### src/rtl/mpsoc_ahb3_master_port_pkg.sv
`default_nettype none
// ============================================================================
// Module   : mpsoc_ahb3_master_port_pkg
// Purpose  : Shared AHB3-Lite encodings and the master-port stage control
//            record. The SRAM slave uses the same package.
// Contents : HTRANS/HSIZE/HBURST/HRESP/HPROT encodings, stage_ctrl_t,
//            misaligned() helper.
// Revision : 1.0 - initial release
// ============================================================================
package mpsoc_ahb3_master_port_pkg;

  localparam logic [1:0] HTRANS_IDLE   = 2'b00;
  localparam logic [1:0] HTRANS_BUSY   = 2'b01;
  localparam logic [1:0] HTRANS_NONSEQ = 2'b10;
  localparam logic [1:0] HTRANS_SEQ    = 2'b11;

  localparam logic [2:0] HSIZE_BYTE    = 3'b000;
  localparam logic [2:0] HSIZE_HWORD   = 3'b001;
  localparam logic [2:0] HSIZE_WORD    = 3'b010;
  localparam logic [2:0] HSIZE_DWORD   = 3'b011;

  localparam logic [2:0] HBURST_SINGLE = 3'b000;

  localparam logic       HRESP_OKAY    = 1'b0;
  localparam logic       HRESP_ERROR   = 1'b1;

  // Data access, privileged: value driven while no request has been seen.
  localparam logic [3:0] HPROT_DEFAULT = 4'b0011;

  // Control part of a pipeline stage. Address and write data live next to
  // it in the port itself because their widths follow the port parameters.
  typedef struct packed {
    logic       we;
    logic [2:0] size;
    logic [3:0] prot;
    logic       lock;
    logic       lerr;   // locally detected error: never issued on the bus
  } stage_ctrl_t;

  // A request is misaligned when the address is not a multiple of the
  // transfer size, or when the transfer is wider than the data bus.
  function automatic logic misaligned(input logic [6:0]  adr_lo,
                                      input logic [2:0]  size,
                                      input int unsigned xbytes);
    logic [7:0] nbytes;
    nbytes = 8'd1 << size;
    return ((adr_lo & nbytes[6:0] - 7'd1) != 7'd0) || (32'(nbytes) > xbytes);
  endfunction

endpackage
`default_nettype wire

### src/rtl/mpsoc_ahb3_master_port_if.sv
`default_nettype none
// ============================================================================
// Module   : mpsoc_ahb3_master_port_if
// Purpose  : AHB3-Lite bus signals between one master and one slave.
// Modports : master - drives address/control/write data, samples response
//            slave  - the reverse
// Revision : 1.0 - initial release
// ============================================================================
interface mpsoc_ahb3_master_port_if #(
  parameter int PLEN = 64,
  parameter int XLEN = 32
);
  logic [PLEN-1:0] HADDR;
  logic            HWRITE;
  logic [2:0]      HSIZE;
  logic [2:0]      HBURST;
  logic [3:0]      HPROT;
  logic [1:0]      HTRANS;
  logic            HMASTLOCK;
  logic [XLEN-1:0] HWDATA;
  logic [XLEN-1:0] HRDATA;
  logic            HREADY;
  logic            HRESP;

  modport master (
    output HADDR, HWRITE, HSIZE, HBURST, HPROT, HTRANS, HMASTLOCK, HWDATA,
    input  HRDATA, HREADY, HRESP
  );

  modport slave (
    input  HADDR, HWRITE, HSIZE, HBURST, HPROT, HTRANS, HMASTLOCK, HWDATA,
    output HRDATA, HREADY, HRESP
  );
endinterface
`default_nettype wire

### src/rtl/mpsoc_ahb3_master_port.sv
`default_nettype none
// ============================================================================
// Module   : mpsoc_ahb3_master_port
// Purpose  : Turns a core-side request/response handshake into pipelined
//            AHB3-Lite single transfers. Stage A drives the address phase,
//            stage D tracks the data phase; responses return in order.
// Ports    : HCLK, HRESETn          - clock, async active-low reset
//            req_*                  - request in (valid/ready handshake)
//            rsp_*                  - one-cycle in-order response strobe
//            ahb (master modport)   - AHB3-Lite bus
// Revision : 1.0 - initial release
// ============================================================================
module mpsoc_ahb3_master_port
  import mpsoc_ahb3_master_port_pkg::*;
#(
  parameter int PLEN = 64,
  parameter int XLEN = 32
) (
  input  logic                    HCLK,
  input  logic                    HRESETn,

  input  logic                    req_i,
  output logic                    req_ready_o,
  input  logic                    req_we_i,
  input  logic [PLEN-1:0]         req_adr_i,
  input  logic [2:0]              req_size_i,
  input  logic [3:0]              req_prot_i,
  input  logic                    req_lock_i,
  input  logic [XLEN-1:0]         req_dat_i,

  output logic                    rsp_valid_o,
  output logic [XLEN-1:0]         rsp_dat_o,
  output logic                    rsp_err_o,

  mpsoc_ahb3_master_port_if.master ahb
);

  // Address stage
  logic            a_valid_q, a_valid_d;
  stage_ctrl_t     a_ctrl_q,  a_ctrl_d;
  logic [PLEN-1:0] a_adr_q,   a_adr_d;
  logic [XLEN-1:0] a_wdata_q, a_wdata_d;

  // Data stage
  logic            d_valid_q, d_valid_d;
  logic            d_we_q,    d_we_d;
  logic            d_lerr_q,  d_lerr_d;
  logic [XLEN-1:0] d_wdata_q, d_wdata_d;

  logic a_done;
  logic d_done;
  logic accept;
  logic hresp_err;

  always_comb begin
    hresp_err = (ahb.HRESP == HRESP_ERROR);

    // An ERROR response holds A in place until the slave is back to OKAY,
    // which gives the two-cycle error window and the reissue afterwards.
    a_done      = a_valid_q & ahb.HREADY & ~hresp_err;
    req_ready_o = ~a_valid_q | a_done;
    accept      = req_i & req_ready_o;

    // A local-error entry never reached the bus, so nothing to wait for.
    d_done      = d_valid_q & (ahb.HREADY | d_lerr_q);

    a_valid_d = a_valid_q;
    a_ctrl_d  = a_ctrl_q;
    a_adr_d   = a_adr_q;
    a_wdata_d = a_wdata_q;
    d_valid_d = d_valid_q;
    d_we_d    = d_we_q;
    d_lerr_d  = d_lerr_q;
    d_wdata_d = d_wdata_q;

    if (accept) begin
      a_valid_d     = 1'b1;
      a_ctrl_d.we   = req_we_i;
      a_ctrl_d.size = req_size_i;
      a_ctrl_d.prot = req_prot_i;
      a_ctrl_d.lock = req_lock_i;
      a_ctrl_d.lerr = misaligned(req_adr_i[6:0], req_size_i, XLEN / 8);
      a_adr_d       = req_adr_i;
      a_wdata_d     = req_dat_i;
    end else if (a_done) begin
      a_valid_d = 1'b0;
    end

    if (a_done) begin
      d_valid_d = 1'b1;
      d_we_d    = a_ctrl_q.we;
      d_lerr_d  = a_ctrl_q.lerr;
      d_wdata_d = a_wdata_q;
    end else if (d_done) begin
      d_valid_d = 1'b0;
    end
  end

  always_ff @(posedge HCLK or negedge HRESETn) begin
    if (!HRESETn) begin
      a_valid_q     <= 1'b0;
      a_ctrl_q.we   <= 1'b0;
      a_ctrl_q.size <= HSIZE_BYTE;
      a_ctrl_q.prot <= HPROT_DEFAULT;
      a_ctrl_q.lock <= 1'b0;
      a_ctrl_q.lerr <= 1'b0;
      a_adr_q       <= '0;
      a_wdata_q     <= '0;
      d_valid_q     <= 1'b0;
      d_we_q        <= 1'b0;
      d_lerr_q      <= 1'b0;
      d_wdata_q     <= '0;
    end else begin
      a_valid_q <= a_valid_d;
      a_ctrl_q  <= a_ctrl_d;
      a_adr_q   <= a_adr_d;
      a_wdata_q <= a_wdata_d;
      d_valid_q <= d_valid_d;
      d_we_q    <= d_we_d;
      d_lerr_q  <= d_lerr_d;
      d_wdata_q <= d_wdata_d;
    end
  end

  // Bus side: control mirrors A and is therefore stable through wait states.
  assign ahb.HTRANS    = (a_valid_q & ~a_ctrl_q.lerr & ~hresp_err) ? HTRANS_NONSEQ
                                                                   : HTRANS_IDLE;
  assign ahb.HADDR     = a_adr_q;
  assign ahb.HWRITE    = a_ctrl_q.we;
  assign ahb.HSIZE     = a_ctrl_q.size;
  assign ahb.HBURST    = HBURST_SINGLE;
  assign ahb.HPROT     = a_ctrl_q.prot;
  assign ahb.HMASTLOCK = a_ctrl_q.lock;
  assign ahb.HWDATA    = d_wdata_q;

  // Core side response; read data is zero outside read completions.
  assign rsp_valid_o = d_done;
  assign rsp_err_o   = d_done & (hresp_err | d_lerr_q);
  assign rsp_dat_o   = (d_done & ~d_we_q) ? ahb.HRDATA : '0;

endmodule
`default_nettype wire

### src/flat_wrapper.sv
// flat-port wrapper written by rule: the top's interface ports become plain ports
module mpsoc_ahb3_master_port_flat import mpsoc_ahb3_master_port_pkg::*;
#(
  parameter int PLEN = 64,
  parameter int XLEN = 32
)
  (HCLK, HRESETn, req_i, req_ready_o, req_we_i, req_adr_i, req_size_i, req_prot_i, req_lock_i, req_dat_i, rsp_valid_o, rsp_dat_o, rsp_err_o, ahb_HADDR, ahb_HWRITE, ahb_HSIZE, ahb_HBURST, ahb_HPROT, ahb_HTRANS, ahb_HMASTLOCK, ahb_HWDATA, ahb_HRDATA, ahb_HREADY, ahb_HRESP);
  mpsoc_ahb3_master_port_if #(.PLEN(PLEN), .XLEN(XLEN)) ahb_i ();
  input  logic HCLK;
  input  logic HRESETn;
  input  logic req_i;
  output logic req_ready_o;
  input  logic req_we_i;
  input  logic [PLEN-1:0] req_adr_i;
  input  logic [2:0] req_size_i;
  input  logic [3:0] req_prot_i;
  input  logic req_lock_i;
  input  logic [XLEN-1:0] req_dat_i;
  output logic rsp_valid_o;
  output logic [XLEN-1:0] rsp_dat_o;
  output logic rsp_err_o;
  output wire logic [$bits(ahb_i.HADDR)-1:0] ahb_HADDR;
  output wire logic [$bits(ahb_i.HWRITE)-1:0] ahb_HWRITE;
  output wire logic [$bits(ahb_i.HSIZE)-1:0] ahb_HSIZE;
  output wire logic [$bits(ahb_i.HBURST)-1:0] ahb_HBURST;
  output wire logic [$bits(ahb_i.HPROT)-1:0] ahb_HPROT;
  output wire logic [$bits(ahb_i.HTRANS)-1:0] ahb_HTRANS;
  output wire logic [$bits(ahb_i.HMASTLOCK)-1:0] ahb_HMASTLOCK;
  output wire logic [$bits(ahb_i.HWDATA)-1:0] ahb_HWDATA;
  input wire logic [$bits(ahb_i.HRDATA)-1:0] ahb_HRDATA;
  input wire logic [$bits(ahb_i.HREADY)-1:0] ahb_HREADY;
  input wire logic [$bits(ahb_i.HRESP)-1:0] ahb_HRESP;
  assign ahb_HADDR = ahb_i.HADDR;
  assign ahb_HWRITE = ahb_i.HWRITE;
  assign ahb_HSIZE = ahb_i.HSIZE;
  assign ahb_HBURST = ahb_i.HBURST;
  assign ahb_HPROT = ahb_i.HPROT;
  assign ahb_HTRANS = ahb_i.HTRANS;
  assign ahb_HMASTLOCK = ahb_i.HMASTLOCK;
  assign ahb_HWDATA = ahb_i.HWDATA;
  assign ahb_i.HRDATA = ahb_HRDATA;
  assign ahb_i.HREADY = ahb_HREADY;
  assign ahb_i.HRESP = ahb_HRESP;
  mpsoc_ahb3_master_port #(.PLEN(PLEN), .XLEN(XLEN)) u_core (.HCLK(HCLK), .HRESETn(HRESETn), .req_i(req_i), .req_ready_o(req_ready_o), .req_we_i(req_we_i), .req_adr_i(req_adr_i), .req_size_i(req_size_i), .req_prot_i(req_prot_i), .req_lock_i(req_lock_i), .req_dat_i(req_dat_i), .rsp_valid_o(rsp_valid_o), .rsp_dat_o(rsp_dat_o), .rsp_err_o(rsp_err_o), .ahb(ahb_i));
endmodule
### config.mk
export PLATFORM = sky130hd
export DESIGN_NAME = mpsoc_ahb3_master_port_flat
export DESIGN_NICKNAME = d
export VERILOG_FILES = /design/src/rtl/mpsoc_ahb3_master_port_pkg.sv /design/src/rtl/mpsoc_ahb3_master_port_if.sv /design/src/rtl/mpsoc_ahb3_master_port.sv /design/src/flat_wrapper.sv
export SDC_FILE = /design/constraint.sdc
export NUM_CORES = 1
export LEC_CHECK = 0
export CAP_MARGIN = 20
export CORE_MARGIN = 4
export CORE_UTILIZATION = 53
export CTS_CLUSTER_DIAMETER = 50
export DETAILED_ROUTE_END_ITERATION = 6
export DONT_BUFFER_PORTS = 1
export PLACE_DENSITY = 0.65
export SLEW_MARGIN = 20
export SYNTH_ARGS = -nofsm -noshare
export SYNTH_HDL_FRONTEND = slang
export SYNTH_SLANG_ARGS = --single-unit
export TNS_END_PERCENT = 10
### constraint.sdc
create_clock -name HCLK -period 4.9 [get_ports HCLK]
set_input_delay 0.98 -clock HCLK [delete_from_list [all_inputs] [get_ports HCLK]]
set_output_delay 0.98 -clock HCLK [all_outputs]
set_load 0.02 [all_outputs]
# ---- Word level (Yosys, flattened, before mapping)
# Index checks and enable logic that the tools add are counted.
dict set report classes {
  shifts 1
  n_bitwise 16
  addsub 1
  muxes 6
  reduce_logical 4
  order_cmp 1
}
# operator count
set op_table {}
lappend op_table {{2-to-1 mux 32 bit} 1}
lappend op_table {{AND 1 bit} 8}
lappend op_table {{greater-than comparator 8 x 3 -> 1 bit (second input constant)} 1}
lappend op_table {{<< shifter 1 x 3 -> 8 bit (first input constant)} 1}
lappend op_table {{AND 7 bit} 1}
lappend op_table {{nonzero test 7 bit} 1}
lappend op_table {{subtractor 7 x 1 -> 7 bit (second input constant)} 1}
lappend op_table {{2-to-1 mux 1 bit} 4}
lappend op_table {{NOT 1 bit} 4}
lappend op_table {{nonzero test 2 bit} 2}
lappend op_table {{bitwise OR 1 bit} 3}
lappend op_table {{2-to-1 mux 2 bit} 1}
lappend op_table {{logical OR 1 bit} 1}
dict set report word_totals {
  inputBits 142
  output_inout_bits 145
  reg_bits 142
}

# ---- Depth between registers and ports, before layout
# Gate-level depths: netlist of the first run.
dict set report logic_depth {
  ltp_word 5
  mapped_depth 6
}

# ---- Worst setup path after synthesis of the first run
# OpenSTA, ideal clock, no wires.
dict set report synth_timing {
  path_type {in2out}
  from {input port ahb_HREADY}
  to {output port rsp_dat_o[0]}
  arrival_ps 1751
  path_slack_ps 2169
  path_buffers 1
  cell_stages 4
  cell_sequence {o21ai_0 nor2_1 clkbuf_1 and2_1}
}
dict set report synth_via {
  elab_chain_cells 4
}
# element line_no
set synth_rtl {}
lappend synth_rtl {{start, declared} flat_wrapper.sv:31} ;# input wire logic [$bits(ahb_i.HREADY)-1:0] ahb_HREADY;
lappend synth_rtl {{bitwise OR 1 bit} mpsoc_ahb3_master_port.sv:65} ;# d_done = d_valid_q & (ahb.HREADY | d_lerr_q);
lappend synth_rtl {{AND 1 bit} mpsoc_ahb3_master_port.sv:65}
lappend synth_rtl {{AND 1 bit} mpsoc_ahb3_master_port.sv:139} ;# assign rsp_dat_o = (d_done & ~d_we_q) ? ahb.HRDATA : '0;
lappend synth_rtl {{2-to-1 mux 32 bit} mpsoc_ahb3_master_port.sv:139}
lappend synth_rtl {{end, declared} flat_wrapper.sv:20} ;# output logic [XLEN-1:0] rsp_dat_o;
# Every way passes these cells.

# ---- Worst setup path after layout of the first run
dict set report layout_timing {
  from {register u_core.a_valid_q}
  to {output port req_ready_o}
}
dict set report layout_via {
  elab_chain_cells 3
  elab_cells_between_ends 4
  classes_between {4 x bitwise}
}
# element line_no
set layout_rtl {}
lappend layout_rtl {{start, declared} mpsoc_ahb3_master_port.sv:39} ;# logic a_valid_q, a_valid_d;
lappend layout_rtl {{start signal, assigned} mpsoc_ahb3_master_port.sv:114} ;# a_valid_q <= a_valid_d;
lappend layout_rtl {{AND 1 bit (2 in series)} mpsoc_ahb3_master_port.sv:60} ;# a_done = a_valid_q & ahb.HREADY & ~hresp_err;
lappend layout_rtl {{bitwise OR 1 bit (*)} mpsoc_ahb3_master_port.sv:61} ;# req_ready_o = ~a_valid_q | a_done;
lappend layout_rtl {{end, declared} flat_wrapper.sv:12} ;# output logic req_ready_o;
# Mark *: on every way between the ends. The rest lies on a longest branch, timed or not.

==> impl_metrics.ini, run 1 <==
[timing]
worst_slew_pin_slew_ns = 0.766
relSlewSlack = 0.488
finalSetupViolCount = 0
skew_ns = 0.00729
fin_crit_sh = 0.583
maxSlewViolCount = 0
hold_viol_final = 0
fin_setup_tns_ns = 0
final.min_clock_period_ns = 2.86
max_freq_mhz = 350
rsz0062_at_grt = false

[synth]
yosys.area_share.xor_xnor = 0
ys_seq_area_frac = 0.630
yosys.area_share.simple = 0.0448
syn_area_um2 = 5640
synth_cell_type_count = 21
synth_cells = 360
synth_compound_area_frac = 0.00643
synth-adder-area-share = 0
synth_top_family_by_area = multiplexers
synth_seq_cells = 142
yosys-mux-area-fraction = 0.279
yosysWarnings = 0
avgSynthCellArea_um2 = 15.7

[pwr]
pwr-share-comb = 0.105
max-vdd-ir-drop_uv = 282
clockPowerShare = 0.363
p_per_area_nw_per_um2 = 603
switching_share = 0.307
pwr-share-seq = 0.531
power_w = 0.00379
leakagePower_nw = 2.69
p_int_w = 0.00263
p_switching_w = 0.00116

[drt]
routedWlPerCell_um = 23.4
via_count = 2841
ant_nets = 0
viasPerCell = 5.64
drt_pre_antenna_iters = 5
drc_errors = 0
drt-total-wl_um = 11800
drtIter0Drc = 161

[die]
fp.dieArea_um2 = 12400
fp.coreArea_um2 = 10400
die_x_um = 111
rows = 37
io_pins = 287
initial_core_util = 0.544
dieHeight_um = 111

[global_route]
grt_use_total = 0.193
grt-ovfl-total = 0
antenna_found_initial = 2
grt_pass1_wl_um = 18400
grt_max_degree = 143
grt_pass1_vias = 3046

[placement]
gp_congestion = 0.769
portBuffers = 0
place_area_um2 = 5650
dp_hpwl_um = 8480

[clock_network]
clockBufferDepth = 2
cts_buffers = 17
cts_tree = done
clkTransAtPathRegs_ns = 0.06
htree_levels = 4
clkLatencyLatePin_ns = 0.50
holdBufCountCts = 0
cts-resized-gates = 0
post_cts_buffers = 0
cts-root-buf = clkbuf_8
clock_sinks = 142

[layout]
n_antenna_cell = 0
final_area_um2 = 6280
final_cell_mix = dfrtp_1 (140), mux2_2 (100), mux2_1 (40)
drive_gt1_frac = 0.370
final_common_cell = dfrtp_1
nets = 498
area_delta_synth_final_pct = 11.4

[outcome]
status = finished, final reports clean

[flow_run]
cap_violations = 0

[setup_path]
arrival_ns = 1.88
critical_path_class = flip-flop to output port
rr_worst_depth = 5
worstPathMaxFanout = 37
cp-end-kind = output port
reg2reg_setup_slack_ns = 2.45
critPathLaunchType = flip-flop
worstPathRequired_ns = 3.92

[worst_hold_path]
hp-class = primary input to asynchronous set/reset pin
path summary, 6_finish.rpt:
| kind | startpoint | end |
|---|---|---|
| setup / recovery | u_core.a_valid_q | req_ready_o |
| max in group asynchronous | HRESETn | u_core.ahb.HPROT[0] |
| hold / removal | HRESETn | u_core.ahb.HADDR[42] |
| min in group HCLK | u_core.d_valid_q | u_core.d_valid_q |
| setup reg to reg | u_core.a_valid_q | u_core.ahb.HADDR[2] |
| hold reg to reg | u_core.d_valid_q | u_core.d_valid_q |
flip-flops by register name, indices dropped and copies added, names as in the netlist:
signal and count:
u_core.d_valid_q 1, u_core.ahb.HMASTLOCK 1, u_core.ahb.HSIZE 3, u_core.a_ctrl_q 1, u_core.ahb.HWDATA 32, u_core.d_we_q 1, u_core.ahb.HWRITE 1, u_core.ahb.HPROT 4
u_core.d_lerr_q 1, u_core.a_wdata_q 32, u_core.ahb.HADDR 64, u_core.a_valid_q 1
layer usage:
| layer | track usage | share of wire | up-vias |
|---|---|---|---|
| met1 | 0.230 | 0.38 | 1454 |
| met5 | 0 | 0.0018 | - |
| met3 | 0.0972 | 0.11 | 13 |
| met2 | 0.306 | 0.50 | 150 |
| met4 | 0.0616 | 0.011 | 4 |
| li1 | - | - | 1220 |
critical path: stages, from the launching register on:
cell	delay (ns)
dfrtp_1	0.46
nand3b_1	0.13
buf_4	0.44
nand2_1	0.32
cell families after synthesis:
kind of cell | after synthesis
DFF | 142
buffers and inverters | 30
muxes | 140
other | 1
and+or+nand+nor | 43
AOI/OAI and AO/OA | 4
cell usage after synthesis (all sizes together):
master    n  area share
a21boi    1      0.0033
a21oi     1     0.00089
and2     32       0.035
buf      26       0.036
clkbuf    3      0.0020
conb      1     0.00066
dfrtp   140        0.62
dfstp     2      0.0093
inv       1     0.00066
mux2    140        0.28
nand2     3      0.0020
nand2b    1      0.0011
nand3b    1      0.0013
nor2      4      0.0027
nor3      1     0.00089
nor3b     1      0.0013
o21ai     1     0.00089
o21bai    1      0.0013
area by class of cell:
class	instances	area, um^2
repair buffers	3	35.0
inverters	1	3.75
well taps	136	170
multi-input cells	191	1880
clock inverters	12	208
fillers	806	4090
clock buffers	19	432
flip-flops and latches	142	3560
through the flow:
stage	hold slack, ns	cells	setup slack (ns)	util
after floorplan	0.441	363	2.17	-
after global placement	0.454	473	1.91	0.544
after detailed placement	0.466	473	1.88	0.544
after CTS	0.138	504	1.99	0.606
after global routing	0.122	504	1.94	0.606
final	0.167	504	2.04	0.606
power groups by stage:
stage / logic, W / clock network (W) / registers [W]
2_1_floorplan: 0.000410 / 0 / 0.00193
3_3_place_gp: 0.000387 / 0 / 0.00204
4_1_cts: 0.000407 / 0.00141 / 0.00202
3_5_place_dp: 0.000407 / 0 / 0.00204
5_1_grt: 0.000445 / 0.00146 / 0.00205
6_report: 0.000398 / 0.00138 / 0.00201
No activity file was read; power rests on OpenSTA's default activity.
==> inputs of run 2 (changes only) <==
--- a/config.mk
+++ b/config.mk
@@ -11,7 +11,7 @@
 export CTS_CLUSTER_DIAMETER = 50
 export DETAILED_ROUTE_END_ITERATION = 6
 export DONT_BUFFER_PORTS = 1
-export PLACE_DENSITY = 0.65
+export PLACE_DENSITY = 0.68
 export SLEW_MARGIN = 20
 export SYNTH_ARGS = -nofsm -noshare
 export SYNTH_HDL_FRONTEND = slang
==> constraint.sdc (replaced) <==
create_clock -name HCLK -period 2.4 [get_ports HCLK]
set_input_delay 0.48 -clock HCLK [delete_from_list [all_inputs] [get_ports HCLK]]
set_output_delay 0.48 -clock HCLK [all_outputs]
set_load 0.02 [all_outputs]
==> run 2 against run 1 <==
The run now ends with hold timing left; core utilization down 0.19 points; wire length rose by 6.5%; via count is 0.67% lower; combinational power increased by 110%; die area unchanged; total power grew 98%; critical path type unchanged; largest cell class unchanged.
==> impl_metrics.ini, run 2 (synthesis results as in run 1) <==
[outcome]
status = complete, but fails checks
violations = hold timing

[timing]
fin_setup_tns_ns = 0
maxSlewViolCount = 0
final.min_clock_period_ns = 2.21
max_freq_mhz = 452
skew_ns = 0.00639
fin_crit_sh = 0.923
finalSetupViolCount = 0
rsz0062_at_grt = false
hold_ws_ns = -0.326
hold_viol_final = 142

[drt]
routedWlPerCell_um = 24.6
drc_errors = 0
drt-total-wl_um = 12600
viasPerCell = 5.53
drt_pre_antenna_iters = 4
ant_nets = 0
via_count = 2822
drtIter0Drc = 131

[flow_run]
cap_violations = 0

[setup_path]
crit_family = simple AND/OR/NAND/NOR gates
regToRegStartpoint = u_core.a_valid_q
critPathLaunchType = flip-flop
crit_buf_inv = 0
critical_path_class = flip-flop to output port
rr_endpoint = u_core.a_wdata_q[8]
rr_worst_depth = 4
worstPathMaxFanout = 32
crit_start = u_core.d_lerr_q
path_cells = o21ai_1, nor2_4, and2_1
crit_cells = 3
worstPathRequired_ns = 1.92
cpPeakStageDelay_ns = 0.38
cp-end-kind = output port
slowest_stage = dfrtp_1
cp-endpoint = rsp_dat_o[30]
arrival_ns = 1.73
reg2reg_setup_slack_ns = 0.66

[placement]
gp_congestion = 0.796
portBuffers = 0
dp_hpwl_um = 9280

[die]
io_pins = 287
fp.coreArea_um2 = 10400
dieHeight_um = 111
die_x_um = 111
fp.dieArea_um2 = 12400
rows = 37
initial_core_util = 0.544

[clock_network]
clkLatencyLatePin_ns = 0.50
htree_levels = 4
cts_tree = done
clock_sinks = 142
post_cts_buffers = 0
cts_buffers = 17
clockBufferDepth = 2
clkTransAtPathRegs_ns = 0.06
cts-root-buf = clkbuf_8

[pwr]
p_per_area_nw_per_um2 = 1190
pwr-share-seq = 0.550
p_switching_w = 0.00244
pwr-share-comb = 0.110
clockPowerShare = 0.340
p_int_w = 0.00504
leakagePower_nw = 2.66
switching_share = 0.326
max-vdd-ir-drop_uv = 649

[global_route]
grt_pass1_vias = 3124
grt_max_degree = 143
grt-ovfl-total = 0
grt_pass1_wl_um = 19100
antenna_found_initial = 5
grt_use_total = 0.202

[layout]
final_cell_mix = dfrtp_1 (140), mux2_2 (100), mux2_1 (40)
fillers = 795
final_common_cell = dfrtp_1
post-route-util = 0.604
drive_gt1_frac = 0.376
area_delta_synth_final_pct = 11.0
register_area_um2 = 3560
largest_reg_flops = 64
nets = 500
multi_input_area_um2 = 1890

[worst_hold_path]
hp-class = primary input to asynchronous set/reset pin
-- run 2: what timing repair did --
item | in CTS | in global routing
endpoints found under the setup margin | 32 | 32
resized for setup | 2 | 1
hold endpoints to repair | 142 | 142
-- run 2: power by group through the flow --
stage / Combinational, W / Clock (W) / Sequential (W)
finish: 0.000826 / 0.00254 / 0.00412
global route: 0.000911 / 0.00272 / 0.00421
CTS: 0.000842 / 0.00259 / 0.00414
detailed placement: 0.000839 / 0 / 0.00417
global placement: 0.000792 / 0 / 0.00415
floorplan: 0.000836 / 0 / 0.00394
-- run 2: worst min-delay path by stage --
stage                 start                    to  slack [ns]  cells past startpoint
CTS                 HRESETn  u_core.ahb.HADDR[36]       -0.35                      0
global route        HRESETn  u_core.ahb.HADDR[25]       -0.36                      0
finish              HRESETn  u_core.ahb.HADDR[42]       -0.33                      0
detailed placement  HRESETn  u_core.ahb.HADDR[36]        0.19                      0
global placement    HRESETn  u_core.ahb.HADDR[36]        0.19                      0
floorplan           HRESETn    u_core.a_ctrl_q[0]        0.18                      0
-- run 2: layout make-up --
class                   count  share of cell area
clock inverters            13              0.0250
clock buffers              18              0.0667
inverters                   1            0.000599
flip-flops and latches    142               0.568
multi-input cells         191               0.301
diodes                      4             0.00160
repair buffers              5             0.00999
well taps                 136              0.0272
-- run 2: worst register-to-register path: stages, from the launching register on --
cell and delay (ns):
dfrtp_1 0.44, nand3b_1 0.21, a21boi_4 0.27, buf_12 0.29, mux2_2 0.42
-- run 2: stage by stage --
step                cells  power [W]  setup slack (ns)  area [um^2]  hold WS [ns]
finish                510    0.00748             0.186         6260        -0.326
global route          510    0.00784            0.0139         6260        -0.365
CTS                   506    0.00757            0.0293         6250        -0.352
detailed placement    475    0.00501           0.00338         5670         0.187
global placement      475    0.00494             0.132         5670         0.187
floorplan             363    0.00477             0.642         5660         0.184
-- run 2: per-layer routing --
layer | global-route usage | routed length, um
met5 | 0 | 12
met4 | 0.0649 | 133
met3 | 0.106 | 1340
met2 | 0.342 | 6640
met1 | 0.219 | 4430
==> inputs of run 3 (changes only) <==
--- a/config.mk
+++ b/config.mk
@@ -11,7 +11,7 @@
 export CTS_CLUSTER_DIAMETER = 50
 export DETAILED_ROUTE_END_ITERATION = 6
 export DONT_BUFFER_PORTS = 1
-export PLACE_DENSITY = 0.68
+export PLACE_DENSITY_LB_ADDON = 0.15
 export SLEW_MARGIN = 20
 export SYNTH_ARGS = -nofsm -noshare
 export SYNTH_HDL_FRONTEND = slang
==> run 3 against run 2 <==
The flow still finishes with violations (hold timing); sequential power is essentially flat; setup slack worse by 0.069 ns; fmax fell by 3.0%; first-iteration DRC count shrank 1.5%; clock skew grew 0.00055 ns; critical path type unchanged; largest power group unchanged.
==> impl_metrics.ini, run 3 (synthesis results as in run 1) <==
[layout]
register_area_um2 = 3560
largest_reg_flops = 64
area_delta_synth_final_pct = 11.6
drive_gt1_frac = 0.370
final_common_cell = dfrtp_1
multi_input_area_um2 = 1890
fillers = 793
nets = 499
final_cell_mix = dfrtp_1 (140), mux2_2 (100), mux2_1 (40)
final_area_um2 = 6300

[clock_network]
htree_levels = 4
cts-root-buf = clkbuf_8
clockBufferDepth = 2
cts_tree = done
post_cts_buffers = 0
clock_sinks = 142
clkLatencyLatePin_ns = 0.51
cts_buffers = 17
clkTransAtPathRegs_ns = 0.06

[die]
fp.dieArea_um2 = 12400
initial_core_util = 0.544
fp.coreArea_um2 = 10400
io_pins = 287
die_x_um = 111
dieHeight_um = 111
rows = 37

[global_route]
antenna_found_initial = 9
grt_pass1_wl_um = 18700
grt-ovfl-total = 0
grt_max_degree = 143
grt_use_total = 0.202
grt_pass1_vias = 3154

[drt]
drc_errors = 0
drtIter0Drc = 129
viasPerCell = 5.68
via_count = 2896
drt_pre_antenna_iters = 4
routedWlPerCell_um = 24.8
ant_nets = 0
drt-total-wl_um = 12600

[setup_path]
worstPathMaxFanout = 16
cp-endpoint = rsp_dat_o[8]
crit_start = u_core.d_lerr_q
worstPathRequired_ns = 1.92
regToRegStartpoint = u_core.a_valid_q
slowest_stage = o21ai_1
critPathLaunchType = flip-flop
reg2reg_setup_slack_ns = 0.53
cpPeakStageDelay_ns = 0.41
cp-end-kind = output port
path_cells = o21ai_1, nor2_2, and2_1
crit_buf_inv = 0
critical_path_class = flip-flop to output port
crit_family = simple AND/OR/NAND/NOR gates
rr_worst_depth = 4
rr_endpoint = u_core.ahb.HADDR[3]
crit_cells = 3
arrival_ns = 1.80

[placement]
portBuffers = 0
place_area_um2 = 5650
dp_hpwl_um = 9220
gp_congestion = 0.808

[outcome]
violations = hold timing
status = complete, but fails checks

[pwr]
switching_share = 0.307
p_switching_w = 0.00235
max-vdd-ir-drop_uv = 558
pwr-share-seq = 0.539
p_int_w = 0.00531
pwr-share-comb = 0.107
clockPowerShare = 0.354
leakagePower_nw = 2.68
p_per_area_nw_per_um2 = 1220

[timing]
skew_ns = 0.00695
final.min_clock_period_ns = 2.28
finalSetupViolCount = 0
worst_slew_pin_slew_ns = 0.697
relSlewSlack = 0.535
fin_crit_sh = 0.951
hold_viol_final = 142
hold_ws_ns = -0.335
fin_setup_tns_ns = 0
max_freq_mhz = 438
maxSlewViolCount = 0

[flow_run]
cap_violations = 0

[worst_hold_path]
hp-class = primary input to asynchronous set/reset pin
## run 3: cell types whose count changed in the layout (fill, tap and decap cells not counted)
cell        change
nor2_2          +1
buf_4           -2
clkinvlp_4      -2
clkbuf_8        +3
clkinv_2        +1
inv_6           -4
buf_6           +1
buf_12          -1
inv_8           -2
bufinv_16       +2
clkinv_4        +1
clkbuf_1        +2
## run 3: cell type report
class / instances / area share
timing repair buffer: 3 / 0.00616
multi-input combinational: 192 / 0.301
clock inverter: 9 / 0.0250
clock buffer: 23 / 0.0741
inverter: 1 / 0.000596
antenna: 4 / 0.00159
sequential: 142 / 0.565
tap: 136 / 0.0270
## run 3: worst reg2reg max path: cells and delay by family, from the launching register on
family,cells,cell delay [ns]
AO/OA/AOI/OAI,1,0.23
buffers and inverters,1,0.47
flip-flops,1,0.43
multiplexers,1,0.42
AND/OR/NAND/NOR,1,0.20
## run 3: worst min path at each step
stage          startpoint                    to  slack [ns]  cells past startpoint
4_1_cts           HRESETn  u_core.ahb.HADDR[44]       -0.36                      0
3_5_place_dp      HRESETn  u_core.ahb.HADDR[44]        0.19                      0
2_1_floorplan     HRESETn    u_core.a_ctrl_q[0]        0.18                      0
3_3_place_gp      HRESETn  u_core.ahb.HADDR[44]        0.19                      0
6_report          HRESETn  u_core.ahb.HADDR[44]       -0.34                      0
5_1_grt           HRESETn  u_core.ahb.HADDR[44]       -0.38                      0
## run 3: per-layer routing
layer	track usage	share of wire
met1	0.191	0.32
met5	0	0.0038
met2	0.338	0.54
met4	0.0868	0.015
met3	0.138	0.13
## run 3: power groups by stage
stage                     Combinational [W]  Clock, W  Sequential [W]
after floorplan                    0.000836         0         0.00394
after global placement             0.000782         0         0.00416
after detailed placement           0.000826         0         0.00417
after CTS                          0.000832   0.00277         0.00414
after global routing               0.000906   0.00290         0.00421
final                              0.000822   0.00271         0.00413
## run 3: what timing repair did
| item | 4_1_cts | 5_1_grt |
|---|---|---|
| endpoints found under the hold margin | 142 | 142 |
| gates cloned | 0 | 1 |
| pin swaps | 0 | 1 |
| resized for setup | 3 | 1 |
| setup endpoints to repair | 33 | 32 |
## run 3: stage by stage
step	utilization	std cells	hold WS, ns	power (W)	setup slack [ns]
after floorplan	-	363	0.184	0.00477	0.642
after global placement	0.544	473	0.188	0.00494	0.194
after detailed placement	0.544	473	0.188	0.00500	0.0258
after CTS	0.606	505	-0.364	0.00775	0.0438
after global routing	0.607	510	-0.380	0.00802	-0.000173
final	0.607	510	-0.335	0.00766	0.117
